$ cat src/rtl/floor_request_scheduler.sv
// floor_request_scheduler
// Latches button presses into a pending-floor bitmap and issues SCAN-ordered
// targets to the elevator controller as short pulses on requested_floor.
// Optional feature macro: FLOOR_SCHED_TIMEOUT_EN re-pulses a target whose
// arrival has not been reported within WAIT_TIMEOUT cycles.
module floor_request_scheduler #(
    parameter int NUM_FLOORS   = 16,
    parameter int FLOOR_W      = 4,
    parameter int ISSUE_CYCLES = 1,
    parameter int WAIT_TIMEOUT = 64
) (
    input  logic                  clk,
    input  logic                  reset,
    input  logic [NUM_FLOORS-1:0] btn_req,
    input  logic [FLOOR_W-1:0]    current_floor,
    input  logic                  door_open,
    output logic [FLOOR_W-1:0]    requested_floor,
    output logic [NUM_FLOORS-1:0] pending,
    output logic                  sweep_up,
    output logic                  busy
);

    typedef enum logic [1:0] {IDLE, ISSUE, WAIT, SERVICE} state_t;

    localparam int ISSUE_W = (ISSUE_CYCLES > 1) ? $clog2(ISSUE_CYCLES) : 1;
    localparam logic [ISSUE_W-1:0] ISSUE_LAST = ISSUE_W'(ISSUE_CYCLES - 1);

    state_t                state, next_state;
    logic [FLOOR_W-1:0]    target, next_target;
    logic                  next_sweep_up;
    logic [ISSUE_W-1:0]    issue_cnt, next_issue_cnt;
    logic [NUM_FLOORS-1:0] cur_onehot, tgt_onehot, btn_masked, avail, clr;
    logic                  above_found, below_found, here_hit;
    logic [FLOOR_W-1:0]    above_floor, below_floor;
    logic                  sel_valid, sel_flip;
    logic [FLOOR_W-1:0]    sel_floor;
    logic                  arrived;

`ifdef FLOOR_SCHED_TIMEOUT_EN
    localparam int WAIT_W = $clog2(WAIT_TIMEOUT + 1);
    localparam logic [WAIT_W-1:0] WAIT_LAST = WAIT_W'(WAIT_TIMEOUT - 1);
    logic [WAIT_W-1:0] wait_cnt, next_wait_cnt;
`endif

    // Decode floor indices into bitmaps and mask presses that must be absorbed
    always_comb begin
        cur_onehot = '0;
        tgt_onehot = '0;
        for (int i = 0; i < NUM_FLOORS; i++) begin
            cur_onehot[i] = (FLOOR_W'(i) == current_floor);
            tgt_onehot[i] = (FLOOR_W'(i) == target);
        end
        btn_masked    = btn_req & ~(door_open ? cur_onehot : '0);
        btn_masked[0] = 1'b0;
        avail         = pending & ~(door_open ? cur_onehot : '0);
        avail[0]      = 1'b0;
    end

    // SCAN selection: current floor first, then along the sweep, then reversed
    always_comb begin
        above_found = 1'b0;
        above_floor = '0;
        below_found = 1'b0;
        below_floor = '0;
        for (int i = NUM_FLOORS - 1; i >= 1; i--) begin
            if (avail[i] && (FLOOR_W'(i) > current_floor)) begin
                above_found = 1'b1;
                above_floor = FLOOR_W'(i);
            end
        end
        for (int i = 1; i < NUM_FLOORS; i++) begin
            if (avail[i] && (FLOOR_W'(i) < current_floor)) begin
                below_found = 1'b1;
                below_floor = FLOOR_W'(i);
            end
        end
        here_hit  = |(avail & cur_onehot);
        sel_valid = 1'b0;
        sel_flip  = 1'b0;
        sel_floor = '0;
        if (here_hit) begin
            sel_valid = 1'b1;
            sel_floor = current_floor;
        end else if (sweep_up) begin
            if (above_found) begin
                sel_valid = 1'b1;
                sel_floor = above_floor;
            end else if (below_found) begin
                sel_valid = 1'b1;
                sel_flip  = 1'b1;
                sel_floor = below_floor;
            end
        end else begin
            if (below_found) begin
                sel_valid = 1'b1;
                sel_floor = below_floor;
            end else if (above_found) begin
                sel_valid = 1'b1;
                sel_flip  = 1'b1;
                sel_floor = above_floor;
            end
        end
    end

    // Next-state logic for the issue / wait / service handshake
    always_comb begin
        next_state     = state;
        next_target    = target;
        next_sweep_up  = sweep_up;
        next_issue_cnt = issue_cnt;
        clr            = '0;
        arrived        = (current_floor == target) && door_open;
        case (state)
            IDLE: begin
                if (sel_valid) begin
                    next_target    = sel_floor;
                    next_sweep_up  = sel_flip ? ~sweep_up : sweep_up;
                    next_issue_cnt = '0;
                    next_state     = ISSUE;
                end
            end
            ISSUE: begin
                if (issue_cnt == ISSUE_LAST) begin
                    next_issue_cnt = '0;
                    next_state     = WAIT;
                end else begin
                    next_issue_cnt = issue_cnt + 1'b1;
                end
            end
            WAIT: begin
                if (arrived) begin
                    next_state = SERVICE;
`ifdef FLOOR_SCHED_TIMEOUT_EN
                end else if (wait_cnt == WAIT_LAST) begin
                    next_issue_cnt = '0;
                    next_state     = ISSUE;
`endif
                end
            end
            SERVICE: begin
                clr        = tgt_onehot;
                next_state = IDLE;
            end
            default: next_state = IDLE;
        endcase
    end

`ifdef FLOOR_SCHED_TIMEOUT_EN
    // WAIT dwell counter restarts whenever WAIT is entered or left
    always_comb begin
        next_wait_cnt = '0;
        if (state == WAIT && next_state == WAIT) begin
            next_wait_cnt = wait_cnt + 1'b1;
        end
    end

    // Register the WAIT dwell counter
    always_ff @(posedge clk) begin
        if (!reset) begin
            wait_cnt <= '0;
        end else begin
            wait_cnt <= next_wait_cnt;
        end
    end
`endif

    // State, target, sweep direction and pending bitmap registers
    always_ff @(posedge clk) begin
        if (!reset) begin
            state     <= IDLE;
            target    <= '0;
            sweep_up  <= 1'b1;
            issue_cnt <= '0;
            pending   <= '0;
        end else begin
            state     <= next_state;
            target    <= next_target;
            sweep_up  <= next_sweep_up;
            issue_cnt <= next_issue_cnt;
            pending   <= (pending | btn_masked) & ~clr;
        end
    end

    assign requested_floor = (state == ISSUE) ? target : '0;
    assign busy            = (state != IDLE);

endmodule

$ cat config.mk
export PLATFORM = sky130hd
export DESIGN_NAME = floor_request_scheduler
export DESIGN_NICKNAME = d
export VERILOG_FILES = /design/src/rtl/floor_request_scheduler.sv
export SDC_FILE = /design/constraint.sdc
export NUM_CORES = 1
export LEC_CHECK = 0
export CAP_MARGIN = 20
export CELL_PAD_IN_SITES_DETAIL_PLACEMENT = 0
export CELL_PAD_IN_SITES_GLOBAL_PLACEMENT = 1
export CORE_UTILIZATION = 37
export DETAILED_ROUTE_END_ITERATION = 10
export PLACE_DENSITY = 0.79
export SLEW_MARGIN = 20
export SYNTH_ARGS = -nofsm -noshare
export SYNTH_HDL_FRONTEND = slang
export SYNTH_SLANG_ARGS = --single-unit
$ cat constraint.sdc
create_clock -name clk -period 3 [get_ports clk]
set_clock_uncertainty 0.15 [all_clocks]
set_input_delay 0.6 -clock clk [delete_from_list [all_inputs] [get_ports clk]]
set_output_delay 0.6 -clock clk [all_outputs]
set_load 0.01 [all_outputs]
Word level (Yosys, flattened, before mapping):

Cells that the tools add are included.

* word-level logic and storage cells: 208
* output and inout port bits: 22
* flip-flop bits (word level): 24
* input port bits: 23

* muxes and demuxes: 86
* eq/ne operators: 37
* order comparisons: 30
* add/subtract/negate cells: 1
* bitwise gates (word level): 8
* reductions and logical operators: 41

Operators by type and width (count)
* $mux 4: 36
* $and 16x16->16: 4
* $eq 4x4->1 const A: 16
* $mux 1: 43
* $eq 3x4->1 const A: 8
* $gt 4x4->1 const A: 8
* $lt 4x4->1 const A: 8
* $mux 16: 2
* $not 16->16: 2
* $logic_and 1x1->1: 31
* $eq 2x4->1 const A: 4
* $gt 3x4->1 const A: 4
* $lt 3x4->1 const A: 4
* $or 16x16->16: 1
* $reduce_or 16->1: 1
* $eq 1x4->1 const A: 2
* $gt 2x4->1 const A: 2
* $logic_not 4->1: 2
* $lt 2x4->1 const A: 2
* $pmux 2 s4: 1
* $mux 2: 3
* $ne 2x2->1 const B: 3
* $reduce_and 3->1: 2
* $eq 2x2->1 const B: 2
* other kinds (10): 12

Logic depth before layout (Yosys ltp):

Gate-level depths: netlist of run 1.

* word-level depth: 26
* depth in mapped cells: 10
* gate-level depth less buffers: 7

Least setup slack after synthesis of run 1:

OpenSTA, ideal clock, no wires.

* kind: in2reg
* start: in current_floor[3]
* end: reg state[1]
* arrival: 2.207 ns
* setup time: 0.116 ns
* cell stages on the path: 9
* setup slack: 0.527 ns
* path buffers: 2
* required time: 2.734 ns
* path through: buf_2 > buf_2 > o21bai_1 > o31ai_1 > nor4_2 > nand2_2 > o41ai_2 > mux2i_1 > nor2_1

* longest elaborated chain between the ends: 26
* elaborated cells on any way between the ends: 122
* those cells by class: 30 x order compare; 18 x eq/ne; 37 x mux; 3 x bitwise; 34 x reduce/logical

Ends and longest elaborated chain
* start, declared: RTL line 15 `input logic [FLOOR_W-1:0] current_floor,`
* $eq 4x4->1 / $eq 1x4->1 (equally long branches): RTL line 50 `cur_onehot[i] = (FLOOR_W'(i) == current_floor);`
* $mux 16: RTL line 55 `avail = pending & ~(door_open ? cur_onehot : '0);`
* $not 16->16: RTL line 55
* $and 16x16->16: RTL line 55
* $logic_and 1x1->1 (on tied branches): RTL line 66, 72
* $mux 1 (on tied branches) (15 in a row): RTL line 66, 72
* $mux 1 (on tied branches): RTL line 97, 88
* $mux 1 (on tied branches): RTL line 94, 85
* $mux 1: RTL line 84 `end else if (sweep_up) begin`
* $mux 1: RTL line 81 `if (here_hit) begin`
* $ne 2x2->1 (no line)
* $reduce_and 3->1 (no line) (*)
* end signal, assigned: RTL line 176 `state <= next_state;`
* end, declared: RTL line 28 `state_t state, next_state;`

Every way passes the cells marked *; elsewhere a longest branch is shown, timed or not.
A chain may end at the register's enable or synchronous reset.

Worst setup path after layout of run 1:

Same ends and word-level chain as after synthesis.

==> results of run 1 <==
## power breakdown
| part | internal, mW | switching [mW] |
|---|---|---|
| combinational | 0.367 | 0.378 |
| sequential | 0.362 | 0.110 |
| clock | 0.0950 | 0.104 |
| total | 0.824 | 0.592 |
## final cells by class
class,instances,area share [%]
flip-flops and latches,23,14.2
clock buffers,4,1.39
multi-input cells,259,51.7
repair buffers,101,27.4
well taps,75,2.90
inverters,21,2.43
## repair_timing
item / CTS / global route
resized for setup: 0 / 10
setup endpoints to repair: 0 / 6
endpoints found under the hold margin: 0 / 0
## sequential cells by signal, summed over array words and instances, names as in the netlist
signal	count
pending	16
state	2
sweep_up	1
target	4
## worst max-delay path by stage
stage,startpoint,to,depth (start not counted)
floorplan,current_floor[3],state[1],9
global placement,current_floor[1],state[1],10
detailed placement,current_floor[1],target[1],10
CTS,current_floor[1],target[1],10
global route,current_floor[3],state[1],11
finish,current_floor[3],state[1],11
## metrics by stage
stage | std cells | TNS, ns
6_report | 483 | 0
5_1_grt | 483 | 0
4_1_cts | 483 | 0
3_5_place_dp | 479 | -1.27
3_3_place_gp | 479 | -1.03
2_1_floorplan | 328 | 0
## layer usage
layer	vias to the layer above	GRT usage [%]	part of all wire (%)	wire [microns]
li1	1355	-	-	-
met5	-	0	0	0
met3	11	2.27	6.2	514
met2	121	42.9	46	3820
met4	0	7.68	1.8	146
met1	1353	36.1	46	3760
## critical path, stage by stage
cell and delay, ns:
clkdlybuf4s50_1 0.40, buf_4 0.17, buf_12 0.14, buf_4 0.13
a211oi_1 0.25, a221oi_2 0.10, nor3b_2 0.28, nand2_1 0.20
o41ai_2 0.34, mux2i_1 0.23, nor2_1 0.05
## cells in the mapped netlist (6+ instances only)
cell type	count	area (sq um)
a21oi_1	33	165
and2_1	6	37.5
buf_2	6	30.0
clkbuf_1	13	48.8
dfxtp_1	23	460
inv_1	21	78.8
nand2_1	27	101
nand2b_1	11	68.8
nand3_1	12	60.1
nand3b_1	6	45.0
nor2_1	18	67.6
o21ai_0	46	230
o22ai_1	7	43.8
## logic make-up (layout without fill, tap and decap cells)
| group | count (synthesis) | count (layout) | synth area share [%] |
|---|---|---|---|
| adder cells (fa/ha/maj) | 4 | 4 | 2.18 |
| multiplexers | 7 | 7 | 4.15 |
| AND/OR/NAND/NOR | 104 | 104 | 24.2 |
| AO/OA/AOI/OAI | 140 | 140 | 39.0 |
| XOR/XNOR | 4 | 4 | 1.53 |
| flip-flops | 23 | 23 | 20.1 |
| buffers and inverters | 46 | 126 | 8.84 |
==> run_results.csv, run 1 <==
group,metric,value,unit
finish,final_cell_mix,"56 x buf_4, 46 x o21ai_0, 41 x clkdlybuf4s50_1",
sta,whs,0.308,ns
yosys,synth.distinct_cells,61,
placement,gp_congestion,0.923,
clock_tree,htree_levels,1,
clock_tree,postCtsHoldBufs,0,
routing,drt_iter0_drc,170,
global_routing,antenna_found_initial,0,
yosys,synthArstFlopShare,0,%
power,p_per_area,437,nW/um^2
sta,finalCritPeriodShare,96.1,%
yosys,ys_seq_area_share,20.1,%
yosys,netlist_area,2290,sq um
min_path,hold_end,"pending[0]",
yosys,ys_ff_latch,23,
routing,vias_per_cell,5.88,
finish,area_growth,41.3,%
yosys,ys_warn_count,0,
worst_setup_path,r2r_end,"target[1]",
routing,dr.pass1.iters,5,
clock_tree,cts.clk_slew.worst_paths,0.09,ns
worst_setup_path,worst_setup_path_end_kind,"register",
routing,wirelength,8250,microns
placement,dpl_worst_slack,-0.269,ns
finish,fillers,601,
yosys,syn_area_per_cell,6.99,sq um
global_routing,grt_first_pass_wirelength,13000,microns
sta,worst_slew_pin_slew,0.444,ns
sta,relSlewSlack,70.4,%
min_path,min_path_type,"register to register",
sta,layout_setup_ws,0.118,ns
sta,rsz0062_at_grt,"false",
routing,num_vias,2840,
finish,final_util,54.4,%
worst_setup_path,critPathKind,"primary input to register",
clock_tree,cts.sinks,23,
die,die_w,80.7,microns
worst_setup_path,crit_arrival,2.90,ns
min_path,min-delay-start,"pending[0]",
worst_setup_path,worstPathRequired,3.02,ns
die,placementRows,28,
sta,finalHoldViolations,0,
clock_tree,cts_buffer_depth,2,
die,core_area,5960,sq um
clock_tree,post_cts_buffers,0,
worst_setup_path,ff2ff_path_depth,8,
yosys,syn_nets,355,
global_routing,grt-ovfl-total,0,
clock_tree,clkLatencyLatePin,0.27,ns
finish,multi_input_area,1670,sq um
die,ios,45,
routing,route.detailed.drc,0,
finish,fin_nets,436,
clock_tree,cts_tree,"done",
clock_tree,cts_buffers,3,
global_routing,grt_pass1_vias,2623,
clock_tree,cts_root_buf,"clkbuf_8",
worst_setup_path,critPathLaunchType,"primary input",
flow_run,max-cap-violations,0,
global_routing,grt_max_degree,17,
min_path,holdPathStages,1,
placement,port_buffers,43,
yosys,synthCells,328,
finish,drive_gt1_share,19.9,%
yosys,yosys_most_used_dff,"dfxtp_1",
global_routing,track_usage,26.1,%
worst_setup_path,timing.rr.start,"pending[2]",
placement,dpl.hpwl,6480,microns
worst_setup_path,reg2reg_slack,0.70,ns
yosys,synth_edf_count,0,
sta,maxSlewViolCount,0,
die,die-height,80.7,microns
sta,fmaxAchievable,347,MHz
sta,finalCriticalPeriod,2.88,ns
placement,placed_cell_area,3140,sq um
die,start_util,38.5,%
routing,wl_per_cell,17.1,microns
outcome,status,"complete, no violations",
routing,ant_nets,0,
finish,stdcell_area,3240,sq um
power,ir_drop,0.438,mV
finish,seq_area,460,sq um
power,p_leak,1.30,nW
worst_setup_path,crit_fanout,11,
die,die_area,6510,sq um
finish,final_common_cell,"buf_4",
power,fin_total_pwr,1.42,mW
finish,antenna_cells,0,
sta,setup_viol,0,
Note: power is estimated with default switching activity, not from simulation.
==> run 2, diff against run 1 <==
--- a/config.mk
+++ b/config.mk
@@ -6,11 +6,9 @@
 export NUM_CORES = 1
 export LEC_CHECK = 0
 export CAP_MARGIN = 20
-export CELL_PAD_IN_SITES_DETAIL_PLACEMENT = 0
-export CELL_PAD_IN_SITES_GLOBAL_PLACEMENT = 1
-export CORE_UTILIZATION = 37
+export CORE_UTILIZATION = 40
 export DETAILED_ROUTE_END_ITERATION = 10
-export PLACE_DENSITY = 0.79
+export PLACE_DENSITY = 0.63
 export SLEW_MARGIN = 20
 export SYNTH_ARGS = -nofsm -noshare
 export SYNTH_HDL_FRONTEND = slang
==> constraint.sdc (replaced) <==
create_clock -name clk -period 2.7 [get_ports clk]
set_clock_uncertainty 0.15 [all_clocks]
set_input_delay 0.54 -clock clk [delete_from_list [all_inputs] [get_ports clk]]
set_output_delay 0.54 -clock clk [all_outputs]
set_load 0.005 [all_outputs]
==> run 2 against run 1 <==
Against the previous run:
- clock power increased by 10%
- sequential power is 9.5% higher
- die area is 7.3% lower
- wire length down 0.42%
- power grew 13%
- count of clock-buffer cells in the layout down 1
==> run_results.csv, run 2 (synthesis gave the netlist of run 1 again) <==
group,metric,value,unit
sta,finalCriticalPeriod,2.59,ns
finish,antenna_cells,0,
clock_tree,cts_buffer_depth,2,
die,die_w,77.7,microns
sta,rsz0062_at_grt,"false",
finish,drive_gt1_share,23.1,%
routing,route.detailed.drc,0,
routing,wirelength,8210,microns
finish,regMostFlops,"pending",
finish,reg.largest.list,"pending (16), target (4), state (2)",
power,p_leak,1.37,nW
power,pwr-share-comb,53.9,%
sta,finalHoldViolations,0,
sta,relSlewSlack,62.7,%
power,p_int,939,uW
power,p_sw_share,41.2,%
min_path,holdPathStages,1,
worst_setup_path,crit_arrival,2.61,ns
global_routing,grt_pass1_vias,2671,
global_routing,grt_first_pass_wirelength,13300,microns
global_routing,antenna_found_initial,0,
sta,worst_slew_pin_slew,0.552,ns
worst_setup_path,worst_setup_path_end_kind,"register",
clock_tree,postCtsHoldBufs,0,
finish,fillers,513,
clock_tree,cts_root_buf,"clkbuf_8",
worst_setup_path,critPathKind,"primary input to register",
routing,wl_per_cell,16.9,microns
flow_run,max-cap-violations,0,
routing,dr.pass1.iters,5,
placement,dpl.hpwl,6370,microns
worst_setup_path,worstPathRequired,2.72,ns
sta,fmaxAchievable,386,MHz
power,p_per_area,475,nW/um^2
die,start_util,41.6,%
global_routing,track_usage,28.2,%
clock_tree,cts.clk_slew.worst_paths,0.09,ns
die,core_area,5510,sq um
sta,finalCritPeriodShare,95.9,%
finish,multi_input_area,1720,sq um
min_path,min_path_type,"register to register",
clock_tree,htree_levels,1,
routing,ant_nets,0,
finish,largest_register_ff_count,16,
finish,fin_nets,443,
sta,maxSlewViolCount,0,
die,ios,45,
die,die-height,77.7,microns
die,placementRows,27,
die,die_area,6040,sq um
finish,area_growth,46.6,%
finish,stdcell_area,3360,sq um
power,pwr-share-clk,13.7,%
finish,seq_area,460,sq um
placement,gp_congestion,0.959,
clock_tree,cts_buffers,3,
power,switchingPower,657,uW
finish,final_common_cell,"buf_4",
power,fin_total_pwr,1.60,mW
routing,vias_per_cell,5.79,
clock_tree,clkLatencyLatePin,0.27,ns
worst_setup_path,critPathLaunchType,"primary input",
global_routing,grt-ovfl-total,0,
worst_setup_path,crit_fanout,33,
worst_setup_path,ff2ff_path_depth,8,
outcome,status,"complete, no violations",
placement,port_buffers,43,
finish,final_cell_mix,"58 x buf_4, 45 x o21ai_0, 39 x clkdlybuf4s50_1",
global_routing,grt_max_degree,34,
clock_tree,cts_tree,"done",
routing,num_vias,2820,
power,ir_drop,0.581,mV
routing,drt_iter0_drc,330,
placement,placed_cell_area,3190,sq um
power,seqPwrFrac,32.4,%
clock_tree,cts.sinks,23,
sta,setup_viol,0,
-- run 2: through the flow --
step,std cells,hold WS [ns],utilization (%),worst slack (ns),TNS (ns)
after global placement,481,0.287,57.9,-0.411,-2.33
after detailed placement,481,0.290,57.9,-0.531,-2.72
after CTS,486,0.306,59.8,0.00148,0
after floorplan,328,0.294,-,0.287,0
final,487,0.303,61.0,0.110,0
after global routing,487,0.329,61.0,0.0182,0
-- run 2: cell type report --
type                            count  share of cell area, %
Sequential cell                    23                   13.7
Clock inverter                      1                  0.149
Tap cell                           72                   2.68
Clock buffer                        3                   1.23
Inverter                           21                   2.35
Timing Repair Buffer              108                   28.7
Multi-Input combinational cell    259                   51.2
-- run 2: power groups by stage --
stage / Combinational, mW / Sequential [mW] / Clock (mW)
after floorplan: 0.499 / 0.466 / 0
after global placement: 0.791 / 0.517 / 0
after detailed placement: 0.801 / 0.520 / 0
after CTS: 0.828 / 0.512 / 0.220
after global routing: 0.943 / 0.528 / 0.236
final: 0.861 / 0.517 / 0.219
-- run 2: final timing paths --
check | from | to | slack, ns
setup reg to reg | pending[5] | target[0] | 0.42
hold reg to reg | pending[0] | pending[0] | 0.30
hold / removal | pending[0] | pending[0] | 0.30
setup / recovery | current_floor[1] | target[0] | 0.11
-- run 2: timing repair --
action | 4_1_cts | 5_1_grt
pin swaps | 3 | 11
buffers inserted | 1 | 1
endpoints found under the setup margin | 6 | 6
gates resized for setup | 11 | 15
endpoints found under the hold margin | 0 | 0
-- run 2: routing by layer --
layer	vias up	wire length (microns)	part of all wire (%)	track usage, %
met5	-	0	0	0
li1	1384	-	-	-
met2	109	3640	44	43.7
met3	17	471	5.7	3.29
met4	0	197	2.4	11.1
met1	1310	3900	47	39.5
-- run 2: critical path, stage by stage --
cell           delay, ns
dlygate4sd2_1       0.32
buf_12              0.20
or3b_1              0.43
a41oi_2             0.26
nor3b_2             0.09
nand2_2             0.13
buf_4               0.17
nand2_1             0.08
a221oi_2            0.28
o22ai_1             0.09
==> run 3, diff against run 2 <==
--- a/config.mk
+++ b/config.mk
@@ -13,3 +13,4 @@
 export SYNTH_ARGS = -nofsm -noshare
 export SYNTH_HDL_FRONTEND = slang
 export SYNTH_SLANG_ARGS = --single-unit
+export TNS_END_PERCENT = 1
==> results of run 3 <==
Final layout, timing and power as in run 2 (identical DEF).
